**config.mk**
```make
export PLATFORM = sky130hd
export DESIGN_NAME = laser
export DESIGN_NICKNAME = d
export VERILOG_FILES = /design/src/rtl/space_params.sv /design/src/rtl/edge_rise.sv /design/src/rtl/laser.sv
export SDC_FILE = /design/constraint.sdc
export NUM_CORES = 1
export LEC_CHECK = 0
export BUFFER_PORTS_ARGS = -buffer_cell sky130_fd_sc_hd__buf_2
export CAP_MARGIN = 20
export CORE_MARGIN = 8
export CORE_UTILIZATION = 46
export DETAILED_ROUTE_END_ITERATION = 6
export MAX_ROUTING_LAYER = met4
export PLACE_DENSITY = 0.75
export SETUP_SLACK_MARGIN = 0.2
export SYNTH_ARGS = -nofsm -noshare
export SYNTH_HDL_FRONTEND = slang
export SYNTH_SLANG_ARGS = --single-unit
```
**constraint.sdc**
```tcl
create_clock -name clk -period 5.2 [get_ports clk]
set_input_delay 0.26 -clock clk [delete_from_list [all_inputs] [get_ports clk]]
set_output_delay 0.26 -clock clk [all_outputs]
set_load 0.01 [all_outputs]
```
**src/rtl/space_params.sv**
```systemverilog
// Screen geometry, ship placement and FSM encoding shared by the ship, alien and laser blocks.
package space_params;

  localparam logic [9:0] SCREEN_W     = 10'd640;
  localparam logic [9:0] SCREEN_H     = 10'd480;
  localparam logic [9:0] SHIP_TOP_ROW = 10'd440;

  localparam logic [1:0] ST_IDLE   = 2'd0;
  localparam logic [1:0] ST_FLYING = 2'd1;
  localparam logic [1:0] ST_COOL   = 2'd2;

  // Keeps a sprite of width w fully on screen when placed at column x.
  function automatic logic [9:0] clamp_col(input logic [9:0] x, input logic [9:0] w);
    logic [9:0] lim;
    lim = SCREEN_W - w;
    if (x > lim) begin
      return lim;
    end else begin
      return x;
    end
  endfunction

endpackage

```
**src/rtl/edge_rise.sv**
```systemverilog
// One-bit rising-edge detector; the history flop loads RESET_VAL so a level
// already high when reset releases does not produce a pulse.
module edge_rise #(
  parameter logic RESET_VAL = 1'b1
) (
  input  logic clk,
  input  logic reset,
  input  logic d,
  output logic pulse
);

  logic prev_d;
  logic prev_q;

  // Next value of the history flop.
  always_comb begin
    prev_d = d;
  end

  // History register with synchronous reset.
  always_ff @(posedge clk) begin
    if (reset) begin
      prev_q <= RESET_VAL;
    end else begin
      prev_q <= prev_d;
    end
  end

  assign pulse = d & ~prev_q;

endmodule

```
**src/rtl/laser.sv**
```systemverilog
// Player laser: launches from the gun on a fire press, climbs SPEED rows per
// frame, and enforces a cooldown after it leaves the top or hits an alien.
module laser
  import space_params::*;
#(
  parameter int SHIP_TOP = 440,
  parameter int LASER_H  = 8,
  parameter int LASER_W  = 2,
  parameter int SPEED    = 4,
  parameter int COOLDOWN = 8
) (
  input  logic       clk,
  input  logic       reset,
  input  logic       fire,
  input  logic [9:0] gunPosition,
  input  logic [9:0] hPos,
  input  logic [9:0] vPos,
  input  logic       hit,
  output logic [9:0] laserX,
  output logic [9:0] laserY,
  output logic       active,
  output logic [2:0] color
);

  localparam int         CNT_W     = (COOLDOWN > 2) ? $clog2(COOLDOWN) : 1;
  localparam logic [CNT_W-1:0] COOL_LOAD = CNT_W'(COOLDOWN - 1);
  localparam logic [9:0] SPEED_V   = 10'(SPEED);
  localparam logic [9:0] START_Y   = 10'(SHIP_TOP - LASER_H);

  logic             fire_rise;
  logic             frame_tick;
  logic             frame_cond;

  logic [1:0]       state_d, state_q;
  logic [9:0]       laser_x_d, laser_x_q;
  logic [9:0]       laser_y_d, laser_y_q;
  logic [CNT_W-1:0] cool_cnt_d, cool_cnt_q;
  logic [2:0]       color_d, color_q;

  assign frame_cond = (hPos == 10'd0) && (vPos == SCREEN_H);

  edge_rise #(.RESET_VAL(1'b1)) u_fire_edge (
    .clk   (clk),
    .reset (reset),
    .d     (fire),
    .pulse (fire_rise)
  );

  edge_rise #(.RESET_VAL(1'b1)) u_frame_edge (
    .clk   (clk),
    .reset (reset),
    .d     (frame_cond),
    .pulse (frame_tick)
  );

  // Shot FSM: hit outranks the frame step; fire is only honoured in IDLE.
  always_comb begin
    state_d    = state_q;
    laser_x_d  = laser_x_q;
    laser_y_d  = laser_y_q;
    cool_cnt_d = cool_cnt_q;
    case (state_q)
      ST_IDLE: begin
        if (fire_rise) begin
          state_d   = ST_FLYING;
          laser_x_d = clamp_col(gunPosition, 10'(LASER_W));
          laser_y_d = START_Y;
        end else begin
          state_d = ST_IDLE;
        end
      end
      ST_FLYING: begin
        if (hit) begin
          state_d    = ST_COOL;
          cool_cnt_d = COOL_LOAD;
        end else if (frame_tick) begin
          if (laser_y_q >= SPEED_V) begin
            laser_y_d = laser_y_q - SPEED_V;
          end else begin
            state_d    = ST_COOL;
            cool_cnt_d = COOL_LOAD;
          end
        end else begin
          state_d = ST_FLYING;
        end
      end
      ST_COOL: begin
        if (frame_tick) begin
          if (cool_cnt_q == '0) begin
            state_d = ST_IDLE;
          end else begin
            cool_cnt_d = cool_cnt_q - CNT_W'(1);
          end
        end else begin
          state_d = ST_COOL;
        end
      end
      default: begin
        state_d = ST_IDLE;
      end
    endcase
  end

  // Pixel hit test against the current sprite box, widened to avoid overflow at the right edge.
  always_comb begin
    if ((state_q == ST_FLYING) &&
        ({1'b0, hPos} >= {1'b0, laser_x_q}) &&
        ({1'b0, hPos} <  ({1'b0, laser_x_q} + 11'(LASER_W))) &&
        ({1'b0, vPos} >= {1'b0, laser_y_q}) &&
        ({1'b0, vPos} <  ({1'b0, laser_y_q} + 11'(LASER_H)))) begin
      color_d = 3'b111;
    end else begin
      color_d = 3'b000;
    end
  end

  // State and output registers.
  always_ff @(posedge clk) begin
    if (reset) begin
      state_q    <= ST_IDLE;
      laser_x_q  <= 10'd0;
      laser_y_q  <= 10'd0;
      cool_cnt_q <= '0;
      color_q    <= 3'b000;
    end else begin
      state_q    <= state_d;
      laser_x_q  <= laser_x_d;
      laser_y_q  <= laser_y_d;
      cool_cnt_q <= cool_cnt_d;
      color_q    <= color_d;
    end
  end

  assign laserX = laser_x_q;
  assign laserY = laser_y_q;
  assign active = (state_q == ST_FLYING);
  assign color  = color_q;

endmodule

```
==> impl_metrics.py, run 1 <==
metrics = {
    "run_status": {
        "outcome": "finished, final reports clean",
    },
    "floorplan": {
        "dieWidth_um": 90.6,
        "rows": 27,
        "dieArea_sq_um": 8210,
        "initial_utilization_pct": 47.1,
        "fp.dieH_um": 90.6,
        "core-area_sq_um": 5440,
        "ios": 58,
    },
    "clock_network": {
        "cts.path.max_buffers": 2,
        "clock-sinks": 26,
        "clkLatencyLatePin_ns": 0.27,
        "path_clk_slew_ns": 0.09,
        "post_cts_buffers": 0,
        "htree_levels": 1,
        "cts_tree": "done",
        "numCtsBuffers": 3,
        "cts-root-buf": "clkbuf_8",
        "hold_buffers": 0,
        "cts-resized-gates": 0,
    },
    "run": {
        "cap_viol_max_count": 0,
    },
    "routing": {
        "drc": 0,
        "first_pass_iters": 4,
        "wl_per_cell_um": 16.1,
        "finalWirelength_um": 6880,
        "vias": 2474,
        "viasPerCell": 5.81,
        "drt_iter0_markers": 87,
        "final_antenna_net_count": 0,
    },
    "timing": {
        "setup_viol": 0,
        "finalCriticalPeriod_ns": 2.56,
        "fin_ws_ns": 2.64,
        "period_share_pct": 49.3,
        "fin_tns_setup_ns": 0,
        "max_freq_ghz": 0.390,
        "slew_headroom_pct": 55.8,
        "max_slew.worst_pin.slew_ns": 0.658,
        "finalMaxSlewViolations": 0,
        "hold_viol_final": 0,
        "rsz0062_at_grt": "false",
        "clock_skew_ns": 0.00426,
        "fin_hold_ws_ns": 0.191,
    },
    "pwr": {
        "p_leak_uw": 0.00124,
        "max-vdd-ir-drop_mv": 0.102,
        "p_per_area_nw_per_um2": 161,
    },
    "placement": {
        "pre_cts_ws_ns": 2.68,
        "gp_congestion": 0.871,
        "dp_hpwl_um": 5630,
        "io_buffer_count": 55,
        "dp.cells": 423,
    },
    "cells_and_area": {
        "fillers": 536,
        "nets": 436,
        "regArea_sq_um": 520,
        "multiInputGateArea_sq_um": 1840,
        "antennaDiodeCount": 0,
        "layout-drive-gt1-share_pct": 21.5,
        "layout.cells.non_filler": 426,
        "synthToLayoutAreaGrowth_pct": 13.3,
    },
    "logic_synthesis": {
        "synth.distinct_cells": 66,
        "synth_ff_type": "dfxtp_1",
        "synth_area_per_cell_sq_um": 8.37,
        "ys_ff_latch": 26,
        "syn-cell-area_sq_um": 2560,
        "ys_warn_count": 0,
        "synthArstFlopShare_pct": 0,
        "synth_seq_area_share_pct": 20.3,
        "synthCells": 306,
        "synth_edf_count": 0,
    },
    "critical_path": {
        "critPathMaxFanout": 13,
        "worst-path-buf-inv": 1,
        "crit_arrival_ns": 2.76,
        "worst_setup_path_end_kind": "register",
        "path_cells": "inv_1 > ha_1 > nor2b_1 > o31a_1 > nand4_2 > or4_1 > a31oi_1",
        "startpoint_type": "register",
        "crit_type": "reg -> reg",
        "crit_family": "simple AND/OR/NAND/NOR gates",
        "crit_slowest_cell": "or4_1",
        "crit_required_ns": 5.40,
        "max_stage_delay_ns": 0.50,
    },
    "global_routing": {
        "grt_max_degree": 26,
        "grt_pass1_wl_um": 11600,
        "grt_pass1_vias": 2490,
        "grt_usage_pct": 17.0,
        "overflow": 0,
        "antenna_found_initial": 0,
    },
    "min_path": {
        "holdCritPathClass": "in -> reg",
    },
}
==> path summary, 6_finish.rpt <==
check        depth (start not counted)  slack (ns)                 end          start
max                                  7        2.64           laserY[6]     state_q[1]
min                                  2        0.19  u_fire_edge.prev_q           fire
max reg2reg                          7        2.64           laserY[6]     state_q[1]
min reg2reg                          1        0.52       cool_cnt_q[1]  cool_cnt_q[1]
==> layout by cell type (no fill, tap or decap), types with 10 or more instances in the layout <==
cell	synthesis	final
ha_1	46	46
nand3_1	10	10
nand2_1	14	14
nor2_1	13	13
dfxtp_1	26	26
buf_2	1	55
o21ai_0	11	11
inv_1	35	35
a21oi_1	17	17
xnor2_1	12	12
==> power breakdown <==
group	leakage (uW)	total, uW	internal, uW	switching (uW)
clock	0.0000216	115	51.9	63.4
combinational	0.00101	132	58.9	73.4
sequential	0.000212	218	207	11.0
total	0.00124	466	318	148
==> state kept, by name (all words and copies together) (netlist names) <==
register             cells
laserX                  10
color                    1
u_fire_edge.prev_q       1
laserY                   8
state_q                  2
cool_cnt_q               3
u_frame_edge.prev_q      1
==> layer usage <==
| layer | up-vias | track usage [%] | routed length, um |
|---|---|---|---|
| met5 | - | - | 0 |
| met4 | 0 | 3.61 | 49 |
| met3 | 6 | 4.24 | 471 |
| met2 | 78 | 28.1 | 3150 |
| met1 | 1156 | 20.3 | 3200 |
| li1 | 1234 | - | - |
==> metrics by stage <==
step	area (sq um)	utilization [%]	total power, uW
final	2900	53.3	466
after global routing	2900	53.3	497
after CTS	2900	53.3	468
after detailed placement	2860	52.6	355
after global placement	2850	52.4	351
after floorplan	2560	-	307
==> area by class of cell <==
class | count | share of cell area [%]
Inverter | 35 | 4.53
Clock buffer | 3 | 1.42
Sequential cell | 26 | 17.9
Tap cell | 72 | 3.10
Timing Repair Buffer | 56 | 9.75
Multi-Input combinational cell | 234 | 63.3
==> kinds of logic after synthesis <==
logic type,synth area share [%]
muxes,0.440
DFF,20.3
and+or+nand+nor,21.4
adders and majority gates,22.5
other,0.146
buffers and inverters,8.11
AOI/OAI and AO/OA,23.0
xor gates and xnor gates,4.11
==> cell usage after synthesis (5+ instances only) <==
cell	n	area, sq um
xnor2_1	12	105
nand2b_1	6	37.5
nor4_1	5	31.3
a221oi_1	6	52.6
a21o_1	5	37.5
ha_1	46	576
nor3_1	5	25.0
nand3_1	10	50.1
and3_1	7	43.8
nand4_1	9	56.3
o21ai_0	11	55.1
nor2_1	13	48.8
nand2_1	14	52.6
clkbuf_1	5	18.8
a21oi_1	17	85.1
inv_1	35	131
dfxtp_1	26	521
(Power assumes the default switching activity.)
==> inputs of run 2 (changes only) <==
- PLACE_DENSITY: 0.75 -> 0.77
- clock period: 5.2 -> 2.2 ns (I/O delays scaled with it)
==> run 2 against run 1 <==
Non-clock buffer count is 29 higher. Clock power grew to 2.8 times the previous value. Flip-flop and latch count stayed put. Sequential share of layout area is 2.0 points lower. Cell area is 16% higher. Largest cell class unchanged. Largest power group unchanged.
==> impl_metrics.py, run 2 (synthesis results as in run 1) <==
metrics = {
    "timing": {
        "fin_tns_setup_ns": 0,
        "hold_viol_final": 0,
        "setup_viol": 0,
        "clock_skew_ns": 0.00376,
        "max_freq_ghz": 0.467,
        "fin_ws_ns": 0.0588,
        "finalCriticalPeriod_ns": 2.14,
        "period_share_pct": 97.3,
        "max_slew.worst_pin.slew_ns": 0.626,
        "slew_headroom_pct": 58.3,
        "finalMaxSlewViolations": 0,
        "rsz0062_at_grt": "true",
    },
    "min_path": {
        "holdCritPathClass": "in -> reg",
        "min_to": "u_fire_edge.prev_q",
        "hold_path_depth": 2,
        "holdCritStartpoint": "fire",
    },
    "critical_path": {
        "worst-r2r-setup-slack_ns": 0.06,
        "startpoint_type": "register",
        "crit_slowest_cell": "dfxtp_4",
        "max_stage_delay_ns": 0.38,
        "worst_setup_path_end_kind": "register",
        "rr_worst_depth": 9,
        "r2r_end": "color[1]",
        "path_cells": "ha_4 > and3_4 > xnor2_1 > ha_1 > a21o_1 > a2111oi_2 > o21ai_1 > nor3b_1 > nor4_1",
        "crit_arrival_ns": 2.33,
        "crit_required_ns": 2.38,
        "crit_type": "reg -> reg",
        "r2r_start": "laserX[2]",
        "critPathMaxFanout": 5,
    },
    "cells_and_area": {
        "layout-drive-gt1-share_pct": 34.4,
        "multiInputGateArea_sq_um": 2030,
        "layout_commonest_cell": "buf_2",
        "mostFrequentLayoutCells": "buf_2, ha_1, inv_1",
        "synthToLayoutAreaGrowth_pct": 31.2,
        "final_core_util_pct": 61.8,
        "largest_reg_flops": 10,
        "fillers": 494,
        "regArea_sq_um": 534,
        "nets": 465,
        "antennaDiodeCount": 0,
    },
    "floorplan": {
        "initial_utilization_pct": 47.1,
        "dieArea_sq_um": 8210,
        "dieWidth_um": 90.6,
        "fp.dieH_um": 90.6,
        "rows": 27,
        "ios": 58,
        "core-area_sq_um": 5440,
    },
    "clock_network": {
        "cts.path.max_buffers": 2,
        "htree_levels": 1,
        "hold_buffers": 0,
        "cts-root-buf": "clkbuf_8",
        "clkLatencyLatePin_ns": 0.28,
        "cts_tree": "done",
        "path_clk_slew_ns": 0.10,
        "numCtsBuffers": 3,
        "clock-sinks": 26,
    },
    "placement": {
        "dp_hpwl_um": 6160,
        "pre_cts_ws_ns": -0.0276,
        "io_buffer_count": 55,
        "gp_congestion": 0.921,
    },
    "pwr": {
        "power_frac_seq_pct": 42.0,
        "finalPower_uw": 1210,
        "pwr-share-clk_pct": 26.9,
        "p_int_uw": 817,
        "combPwrFrac_pct": 31.1,
        "switching_share_pct": 32.4,
        "p_per_area_nw_per_um2": 360,
        "power.net_switching_uw": 392,
        "p_leak_uw": 0.00144,
        "max-vdd-ir-drop_mv": 0.252,
    },
    "global_routing": {
        "met1_usage_pct": 21.7,
        "grt_max_degree": 26,
        "overflow": 0,
        "antenna_found_initial": 0,
        "grtUsageMet2_pct": 34.8,
        "grt_usage_pct": 19.8,
        "top_usage_layer": "met2",
        "grt_pass1_wl_um": 13300,
        "met3_usage_pct": 4.16,
        "grt_pass1_vias": 2826,
    },
    "routing": {
        "first_pass_iters": 4,
        "finalWirelength_um": 8230,
        "wl_per_cell_um": 18.0,
        "drt_iter0_markers": 111,
        "final_antenna_net_count": 0,
        "viasPerCell": 5.95,
        "drc": 0,
        "vias": 2714,
    },
    "run_status": {
        "outcome": "finished, final reports clean",
    },
    "run": {
        "cap_viol_max_count": 0,
    },
}
-- run 2: worst max path at each step --
stage | from | cells after the start | endpoint
after global placement | laserX[2] | 9 | color[1]
after global routing | laserY[3] | 9 | color[1]
after floorplan | laserX[1] | 9 | color[1]
final | laserX[2] | 9 | color[1]
after CTS | laserX[2] | 9 | color[1]
after detailed placement | laserX[2] | 9 | color[1]
-- run 2: cell type report --
cell class	count	share of cell area (%)
sequential	26	15.9
multi-input combinational	234	60.3
timing repair buffer	85	15.3
inverter	35	4.13
clock buffer	4	1.64
tap	72	2.68
-- run 2: worst max-delay path, delay by kind of cell (launching register included) --
family	cells	cell delay, ns
and+or+nand+nor	3	0.52
AOI/OAI and AO/OA	3	0.56
adders and majority gates	2	0.46
DFF	1	0.38
xor gates and xnor gates	1	0.12
-- run 2: routing by layer --
layer,wire [um],share of wire [%],vias up
met5,0,0,-
met4,178,2.2,0
met3,622,7.6,17
met2,4040,49,123
met1,3390,41,1274
li1,-,-,1300
-- run 2: stage by stage --
step                instances  cell area, sq um  hold WS [ns]
floorplan                 307              2590         0.217
global placement          442              3030         0.313
detailed placement        442              3030         0.315
CTS                       450              3210        0.0189
global route              456              3360        0.0330
finish                    456              3360        0.0254
-- run 2: power groups by stage --
stage                     registers [uW]  logic [uW]  clock network, uW
after floorplan                      525         204                  0
after global placement               518         326                  0
after detailed placement             519         337                  0
after CTS                            506         351                334
after global routing                 511         421                350
final                                508         376                325
-- run 2: repair_timing --
item / CTS / global route
resized for setup: 21 / 23
pin swaps: 15 / 20
buffers inserted: 4 / 6
setup endpoints to repair: 11 / 14
endpoints found under the hold margin: 0 / 0
==> inputs of run 3 (changes only) <==
- CORE_ASPECT_RATIO: not set -> 1.2
- CORE_MARGIN: 8 -> 2
==> run 3 against run 2 <==
Worst setup slack gained 0.037 ns. Maximum frequency is 1.7% higher. Clock skew up 0.0085 ns. Largest power group unchanged.
==> impl_metrics.py, run 3 (synthesis results as in run 1) <==
metrics = {
    "critical_path": {
        "crit_required_ns": 2.38,
        "critPathMaxFanout": 8,
        "worst-path-buf-inv": 2,
        "crit_family": "simple AND/OR/NAND/NOR gates",
        "crit_cells": 8,
        "r2r_end": "laserY[4]",
        "crit_slowest_cell": "or4_4",
        "max_stage_delay_ns": 0.44,
        "r2r_start": "laserY[3]",
        "crit_type": "reg -> reg",
        "path_cells": "inv_6 > ha_4 > or4_4 > o31a_1 > nand4_4 > buf_6 > a31oi_4 > and3_4",
        "crit_arrival_ns": 2.28,
        "worst-r2r-setup-slack_ns": 0.1,
        "startpoint_type": "register",
        "rr_worst_depth": 8,
        "worst_setup_path_end_kind": "register",
        "crit_start": "laserY[3]",
        "critical_path.endpoint": "laserY[4]",
    },
    "floorplan": {
        "initial_utilization_pct": 48.0,
        "core-area_sq_um": 5330,
        "rows": 29,
        "ios": 58,
        "fp.dieH_um": 85.7,
        "dieWidth_um": 72.1,
        "dieArea_sq_um": 6180,
    },
    "clock_network": {
        "path_clk_slew_ns": 0.10,
        "hold_buffers": 0,
        "cts-root-buf": "clkbuf_8",
        "numCtsBuffers": 3,
        "cts_tree": "done",
        "cts.path.max_buffers": 2,
        "clock-sinks": 26,
        "htree_levels": 1,
        "clkLatencyLatePin_ns": 0.27,
    },
    "cells_and_area": {
        "layout_commonest_cell": "buf_2",
        "layout-drive-gt1-share_pct": 33.1,
        "fillers": 474,
        "synthToLayoutAreaGrowth_pct": 28.3,
        "nets": 462,
        "mostFrequentLayoutCells": "buf_2, ha_1, inv_1",
        "multiInputGateArea_sq_um": 2010,
        "antennaDiodeCount": 0,
        "regArea_sq_um": 532,
        "largest_reg_flops": 10,
    },
    "run": {
        "cap_viol_max_count": 0,
    },
    "timing": {
        "setup_viol": 0,
        "hold_viol_final": 0,
        "max_freq_ghz": 0.475,
        "fin_tns_setup_ns": 0,
        "clock_skew_ns": 0.0122,
        "fin_ws_ns": 0.0953,
        "max_slew.worst_pin.slew_ns": 0.576,
        "slew_headroom_pct": 61.6,
        "finalMaxSlewViolations": 0,
        "rsz0062_at_grt": "true",
        "finalCriticalPeriod_ns": 2.10,
        "period_share_pct": 95.7,
    },
    "placement": {
        "gp_congestion": 0.933,
        "io_buffer_count": 55,
        "pre_cts_ws_ns": -0.0468,
        "dp_hpwl_um": 5730,
    },
    "routing": {
        "wl_per_cell_um": 16.8,
        "finalWirelength_um": 7450,
        "drt_iter0_markers": 116,
        "first_pass_iters": 4,
        "drc": 0,
        "viasPerCell": 5.95,
        "vias": 2635,
        "final_antenna_net_count": 0,
    },
    "global_routing": {
        "antenna_found_initial": 0,
        "grt_pass1_vias": 2495,
        "overflow": 0,
        "grt_pass1_wl_um": 11400,
        "grt_usage_pct": 23.6,
        "grt_max_degree": 26,
    },
    "run_status": {
        "outcome": "finished, final reports clean",
    },
    "pwr": {
        "p_leak_uw": 0.00141,
        "max-vdd-ir-drop_mv": 0.200,
        "p_per_area_nw_per_um2": 352,
    },
    "min_path": {
        "hold_path_depth": 2,
        "holdCritPathClass": "in -> reg",
    },
}
[run 3: timing repair]
action / 4_1_cts / 5_1_grt
resized for setup: 14 / 20
setup endpoints to repair: 12 / 13
setup buffers: 4 / 5
pin swaps: 14 / 15
[run 3: routing by layer]
layer  up-vias  track usage, %  routed length [um]
met1      1261            28.2                3100
met2        74            43.3                3900
met5         -               -                   0
met3        11            1.76                 300
li1       1289               -                   -
met4         0            3.77                 153
[run 3: worst min path at each step]
stage          start                 end  slack [ns]
5_1_grt         fire  u_fire_edge.prev_q        0.04
6_report        fire  u_fire_edge.prev_q        0.05
2_1_floorplan   fire  u_fire_edge.prev_q        0.22
3_3_place_gp    fire  u_fire_edge.prev_q        0.32
3_5_place_dp    fire  u_fire_edge.prev_q        0.32
4_1_cts         fire  u_fire_edge.prev_q        0.04
[run 3: worst register-to-register path: stages (launching register included)]
cell     delay (ns)
dfxtp_4        0.38
inv_6          0.05
ha_4           0.15
or4_4          0.44
o31a_1         0.39
nand4_4        0.17
buf_6          0.16
a31oi_4        0.07
and3_4         0.20
[run 3: stage by stage]
step / hold WS (ns) / cell area (sq um) / std cells / utilization (%) / power, uW
detailed placement: 0.316 / 3000 / 430 / 56.3 / 856
global route: 0.0406 / 3280 / 443 / 61.6 / 1220
CTS: 0.0419 / 3130 / 438 / 58.8 / 1140
global placement: 0.316 / 3000 / 430 / 56.3 / 842
finish: 0.0455 / 3280 / 443 / 61.6 / 1160
floorplan: 0.217 / 2590 / 307 / - / 729
[run 3: final cells by class]
cell class	count	share of cell area (%)
timing repair buffer	82	14.8
multi-input combinational	234	61.1
inverter	35	4.23
tap	62	2.36
sequential	26	16.2
clock buffer	4	1.37
[run 3: power breakdown]
group	total, uW	internal (uW)	switching (uW)
clock network	280	130	150
registers	510	489	20.6
logic	366	166	200
total	1160	784	371
